$ cat src/rtl/logic_exec_pipe.sv
// logic_exec_pipe: two-stage registered bitwise execution unit with
// valid/ready handshaking, result flags and a completed-result counter.
// Optional feature macro: LOGIC_EXEC_PARITY_EN adds out_parity.
module logic_exec_pipe #(
  parameter int unsigned WIDTH = 16,
  parameter int unsigned CNT_W = 8
) (
  input  logic             clk,
  input  logic             n_reset,
  input  logic             in_valid,
  output logic             in_ready,
  input  logic [2:0]       in_op,
  input  logic [WIDTH-1:0] in_a,
  input  logic [WIDTH-1:0] in_b,
  output logic             out_valid,
  input  logic             out_ready,
  output logic [WIDTH-1:0] out_result,
  output logic             out_zero,
  output logic             out_carry,
`ifdef LOGIC_EXEC_PARITY_EN
  output logic             out_parity,
`endif
  output logic [CNT_W-1:0] done_cnt
);

  typedef enum logic [2:0] {
    OP_AND  = 3'b000,
    OP_OR   = 3'b001,
    OP_XOR  = 3'b010,
    OP_NOT  = 3'b011,
    OP_SHL  = 3'b100,
    OP_SHR  = 3'b101,
    OP_PASS = 3'b110,
    OP_ZERO = 3'b111
  } op_e;

  logic             v1_q, v1_d;
  op_e              op_q, op_d;
  logic [WIDTH-1:0] a_q, a_d;
  logic [WIDTH-1:0] b_q, b_d;
  logic             v2_q, v2_d;
  logic [WIDTH-1:0] res_q, res_d;
  logic             zero_q, zero_d;
  logic             carry_q, carry_d;
  logic [CNT_W-1:0] cnt_q, cnt_d;
`ifdef LOGIC_EXEC_PARITY_EN
  logic             par_q, par_d;
`endif

  logic             adv2;
  logic             in_xfer;
  logic             out_xfer;
  logic [WIDTH-1:0] alu_res;
  logic             alu_carry;

  // Bitwise function on the S1 operands; carry only meaningful for shifts.
  always_comb begin
    alu_res   = '0;
    alu_carry = 1'b0;
    case (op_q)
      OP_AND:  alu_res = a_q & b_q;
      OP_OR:   alu_res = a_q | b_q;
      OP_XOR:  alu_res = a_q ^ b_q;
      OP_NOT:  alu_res = ~a_q;
      OP_SHL: begin
        alu_res   = {a_q[WIDTH-2:0], 1'b0};
        alu_carry = a_q[WIDTH-1];
      end
      OP_SHR: begin
        alu_res   = {1'b0, a_q[WIDTH-1:1]};
        alu_carry = a_q[0];
      end
      OP_PASS: alu_res = b_q;
      default: alu_res = '0;
    endcase
  end

  // Handshake/advance control and next-state for both stages and the counter.
  always_comb begin
    adv2     = v1_q & (~v2_q | out_ready);
    in_ready = ~v1_q | adv2;
    in_xfer  = in_valid & in_ready;
    out_xfer = v2_q & out_ready;

    v1_d    = v1_q;
    op_d    = op_q;
    a_d     = a_q;
    b_d     = b_q;
    v2_d    = v2_q;
    res_d   = res_q;
    zero_d  = zero_q;
    carry_d = carry_q;
    cnt_d   = cnt_q;
`ifdef LOGIC_EXEC_PARITY_EN
    par_d   = par_q;
`endif

    if (in_xfer) begin
      v1_d = 1'b1;
      op_d = op_e'(in_op);
      a_d  = in_a;
      b_d  = in_b;
    end else if (adv2) begin
      v1_d = 1'b0;
    end

    if (adv2) begin
      v2_d    = 1'b1;
      res_d   = alu_res;
      zero_d  = (alu_res == '0);
      carry_d = alu_carry;
`ifdef LOGIC_EXEC_PARITY_EN
      par_d   = ^alu_res;
`endif
    end else if (out_xfer) begin
      v2_d = 1'b0;
    end

    if (out_xfer) begin
      cnt_d = cnt_q + CNT_W'(1);
    end
  end

  // Pipeline and counter registers; reset discards everything in flight.
  always_ff @(posedge clk or negedge n_reset) begin
    if (!n_reset) begin
      v1_q    <= 1'b0;
      op_q    <= OP_AND;
      a_q     <= '0;
      b_q     <= '0;
      v2_q    <= 1'b0;
      res_q   <= '0;
      zero_q  <= 1'b0;
      carry_q <= 1'b0;
      cnt_q   <= '0;
`ifdef LOGIC_EXEC_PARITY_EN
      par_q   <= 1'b0;
`endif
    end else begin
      v1_q    <= v1_d;
      op_q    <= op_d;
      a_q     <= a_d;
      b_q     <= b_d;
      v2_q    <= v2_d;
      res_q   <= res_d;
      zero_q  <= zero_d;
      carry_q <= carry_d;
      cnt_q   <= cnt_d;
`ifdef LOGIC_EXEC_PARITY_EN
      par_q   <= par_d;
`endif
    end
  end

  assign out_valid  = v2_q;
  assign out_result = res_q;
  assign out_zero   = zero_q;
  assign out_carry  = carry_q;
  assign done_cnt   = cnt_q;
`ifdef LOGIC_EXEC_PARITY_EN
  assign out_parity = par_q;
`endif

endmodule
$ cat config.mk
export PLATFORM = sky130hd
export DESIGN_NAME = logic_exec_pipe
export DESIGN_NICKNAME = d
export VERILOG_FILES = /design/src/rtl/logic_exec_pipe.sv
export SDC_FILE = /design/constraint.sdc
export NUM_CORES = 1
export LEC_CHECK = 0
export CAP_MARGIN = 25
export CORE_UTILIZATION = 25
export DETAILED_ROUTE_END_ITERATION = 8
export GPL_TIMING_DRIVEN = 1
export SLEW_MARGIN = 20
export SYNTH_ARGS = -nofsm -noshare
export SYNTH_HDL_FRONTEND = slang
export SYNTH_SLANG_ARGS = --single-unit
$ cat constraint.sdc
create_clock -name clk -period 2.89 [get_ports clk]
set_clock_uncertainty 0.2 [all_clocks]
set_input_delay 0.578 -clock clk [delete_from_list [all_inputs] [get_ports clk]]
set_output_delay 0.578 -clock clk [all_outputs]
set_load 0.03 [all_outputs]
==> Word level (Yosys, flattened, before mapping) <==
Cells that the tools add are included.
{ "totals": {"in_bits": 39, "reg_bits": 63, "mem_bits_ro": 0, "latchBits": 0, "word_cells": 37, "mem_bits_rw": 0, "mem_count": 0} }
{ "classes": {"magnitude_cmp": 0, "reduce_logical": 4, "n_bitwise": 11, "n_mux": 6, "mul": 0, "div": 0, "addsub": 1, "shift": 0, "n_eq_ne": 6} }
{ "op_table": {"columns": ["operator", "n"], "rows": [
  ["$pmux 16 s7", 1],
  ["$and 16x16->16", 1],
  ["$logic_not 16->1", 1],
  ["$not 16->16", 1],
  ["$or 16x16->16", 1],
  ["$xor 16x16->16", 1],
  ["$eq 3x3->1 const B", 3],
  ["$add 8x1->8 const B", 1],
  ["$eq 3x2->1 const B", 2],
  ["$mux 1", 4],
  ["$reduce_bool 2->1", 2],
  ["$and 1x1->1", 3],
  ["$eq 3x1->1 const B", 1],
  ["$logic_not 3->1", 1],
  ["$not 1->1", 2],
  ["$or 1x1->1", 2],
  ["$pmux 1 s2", 1]
]} }

==> Logic depth before layout (Yosys ltp) <==
{ "depth": {"ltp_word": 6, "mapped_depth": 9} }

==> Worst setup path before layout <==
OpenSTA, ideal clock, no wires.
{ "synth_path": {"path_kind": "input-to-reg", "startpoint": "input port out_ready", "endpoint": "register a_q[0]", "path_stages": 4, "required_ps": 2565, "path_slack_ps": 570, "setup_time_ps": 125, "t_arrival_ps": 1995, "path_buffers": 1, "path_cell_list": "nand3b_1 -> nand2_1 -> clkbuf_1 -> mux2_2"} }
{ "synth_between": {"elab_chain_len": 4} }
{ "synth_lines": {"columns": ["item", "line_no", "rtl"], "rows": [
  ["start: declaration", "16", "input logic out_ready,"],
  ["$or 1x1->1", "80", "adv2 = v1_q & (~v2_q | out_ready);"],
  ["$and 1x1->1", "80", null],
  ["$or 1x1->1", "81", "in_ready = ~v1_q | adv2;"],
  ["$and 1x1->1", "82", "in_xfer = in_valid & in_ready;"],
  ["end signal: assignment", "129", "a_q <= '0;"],
  ["end signal: assignment", "142", "a_q <= a_d;"],
  ["end: declaration", "39", "logic [WIDTH-1:0] a_q, a_d;"]
]} }
Every way passes these cells.
A chain may end at the register's enable or synchronous reset.

==> Final worst setup path <==
{ "layout_path": {"startpoint": "input port out_ready", "endpoint": "output port in_ready"} }
{ "layout_between": {"elab_chain_len": 3} }
{ "layout_lines": {"columns": ["item", "line_no", "rtl"], "rows": [
  ["$or 1x1->1", "80", null],
  ["$and 1x1->1", "80", null],
  ["$or 1x1->1", "81", null],
  ["end: declaration", "11", "output logic in_ready,"]
]} }
Every way passes these cells.

==> flow_summary.ini <==
[layout]
n_fill_cell = 1488
num-nets-final = 519
antennaDiodeCount = 0
design_area_um2 = 5144
most-common-layout-cells = clkdlybuf4s50_1 (65), dfrtp_1 (63), mux2_2 (40)
drive_above_1_share_pct = 15.71
area_delta_synth_final_pct = 32.66
layout_commonest_cell = clkdlybuf4s50_1

[route]
vias_per_cell = 4.741
drtIter0Drc = 123
first_pass_iters = 5
drtAntennaViolNets = 0
wl_per_cell_um = 14.93
wirelength_um = 9558
vias = 3034
remaining_drc_errors = 0

[timing]
rsz0062_at_grt = false
period_share_pct = 93.89
setup-violations-final = 0
tightest_slew_ns = 0.7370
hold_viol_final = 0
fin_crit_ns = 2.713
fin_ws_ns = 0.1765
slew_headroom_pct = 50.87
maxSlewViolCount = 0
tns_ns = 0
fmax_ghz = 0.3685

[placed_design]
place_congestion = 0.8800
placed_area_um2 = 4787
portBuffers = 66
place_ws_ns = 0.1751
dp_hpwl_um = 7580

[global_routing]
grt_pass1_vias = 3039
grt_use_total_pct = 12.70
grt-ovfl-total = 0
grt_pass1_wl_um = 15830
grt_max_degree = 36
antenna_found_initial = 0

[setup_path]
path_class = in -> out
r2r_slack_ns = 0.38
startpoint = out_ready
crit_top_cell = clkdlybuf4s50_1
path_cells = clkdlybuf4s50_1 > nand3b_1 > clkdlybuf4s50_1
crit_required_ns = 2.11
r2r-start = op_q[2]$_DFFE_PN0P_
cp_max_fo = 4
start_kind = input port
crit_arrival_ns = 1.94
worst_setup_path_end_kind = primary output
path_buf_inv = 2
max_stage_delay_ns = 0.68
crit_slowest_cell = clkdlybuf4s50_1
crit_family = buffers and inverters

[power]
p_leak_nw = 2.304
peakVddDrop_mv = 0.2794
power_density_nw_per_um2 = 771.0

[logic_synthesis]
ys.flop_type = dfrtp_1
synth-seq-area-share_pct = 40.66
syn_area_per_cell_um2 = 10.26
ys_types = 46
synthesis.nets = 450
yosysWarningCount = 0
ys_ff_latch = 63
synth-edff-count = 0
syn_inst = 378
async_flop_share_pct = 100.0
syn-cell-area_um2 = 3877

[floorplan]
ios = 67
initial_core_util_pct = 25.60
core-area_um2 = 15150
dieWidth_um = 126.5
rows = 45
dieArea_um2 = 16010
die_h_um = 126.5

[clock_network]
ctsResizeCount = 0
cts_buffer_depth = 2
post-cts-setup-buffer-count = 0
clkSlewWorstSetupHoldPaths_ns = 0.05
cts_buffers = 9
hold_buffers = 0
clock-sinks = 63
h-tree-depth = 3
cts-root-buf = clkbuf_16
clk_latency_ns = 0.33
tritoncts = yes

[run_status]
status = completed

[min_path]
min_path_type = in -> async

[job]
timing.max_cap.violations = 0
-- registers in the layout, summed over array words and instances (netlist names) --
register	count
a_q	16
b_q	16
out_result	16
done_cnt	8
op_q	3
out_carry	1
out_valid	1
out_zero	1
v1_q	1
-- stage by stage --
stage | hold WS (ns) | power [W] | cells | util [%]
floorplan | 0.08241 | 0.002156 | 378 | -
global placement | 0.2609 | 0.002684 | 624 | 31.61
detailed placement | 0.2686 | 0.002736 | 624 | 31.61
CTS | 0.1372 | 0.004014 | 640 | 33.96
global route | 0.1675 | 0.004208 | 640 | 33.96
finish | 0.1082 | 0.003966 | 640 | 33.96
-- synth_stat cells (3+ instances only) --
cell	number	share of area, %
o22ai_1	5	0.81
o211ai_1	4	0.77
o21ai_1	12	1.5
or2_1	3	0.48
inv_1	35	3.4
nor2b_1	5	0.81
a211oi_1	6	1.2
o21ai_0	12	1.5
buf_2	11	1.4
o221ai_1	3	0.68
clkbuf_1	8	0.77
mux2_2	40	12
nand2_1	33	3.2
xnor2_1	5	1.1
nor3_1	5	0.65
ha_1	33	11
mux2_1	3	0.87
nor2_1	13	1.3
nand2b_1	6	0.97
nand3_1	6	0.77
a22oi_1	3	0.58
a21oi_1	13	1.7
dfrtp_1	63	41
mux2i_1	23	5.9
-- power by group --
part | internal (W) | switching [W] | leakage [nW]
Combinational | 0.000647 | 0.000759 | 1.38
Clock | 0.000888 | 0.000368 | 0.176
Sequential | 0.00108 | 0.000223 | 0.750
Total | 0.00262 | 0.00135 | 2.30
-- layer usage --
metal  part of all wire, %  GRT usage, %  up-vias
li1                      -             -     1470
met1                    43         15.58     1471
met2                    49         21.19       81
met3                   6.5         3.796       12
met4                   1.3         4.323        0
met5                     0             0        -
-- area by class of cell --
class | instances | area (um^2) | area share, %
clock buffer | 11 | 252.7 | 4.914
sequential | 63 | 1577 | 30.65
clock inverter | 5 | 103.9 | 2.019
timing repair buffer | 78 | 770.7 | 14.98
multi-input combinational | 259 | 2069 | 40.23
inverter | 36 | 135.1 | 2.627
tap | 188 | 235.2 | 4.573
-- kinds of logic (layout without fill, tap and decap cells) --
family | count (synthesis) | after routing | synth area share [%]
compound gates | 72 | 72 | 11.94
xor+xnor | 7 | 7 | 1.581
fa+ha+maj | 33 | 33 | 10.65
buf+inv | 56 | 130 | 5.970
flops | 63 | 63 | 40.66
mux | 68 | 68 | 19.59
simple gates | 79 | 79 | 9.617
-- final timing paths --
check                                                  to  cells past startpoint
worst min-delay path              done_cnt[6]$_DFFE_PN0P_                      1
max in group asynchronous           out_carry$_DFFE_PN0P_                      2
min in group clk                out_result[4]$_DFFE_PN0P_                      2
worst min register to register  out_result[4]$_DFFE_PN0P_                      2
worst max register to register       out_zero$_DFFE_PN0P_                      7
worst max-delay path                             in_ready                      3
Power figures use the tool's default switching activity.
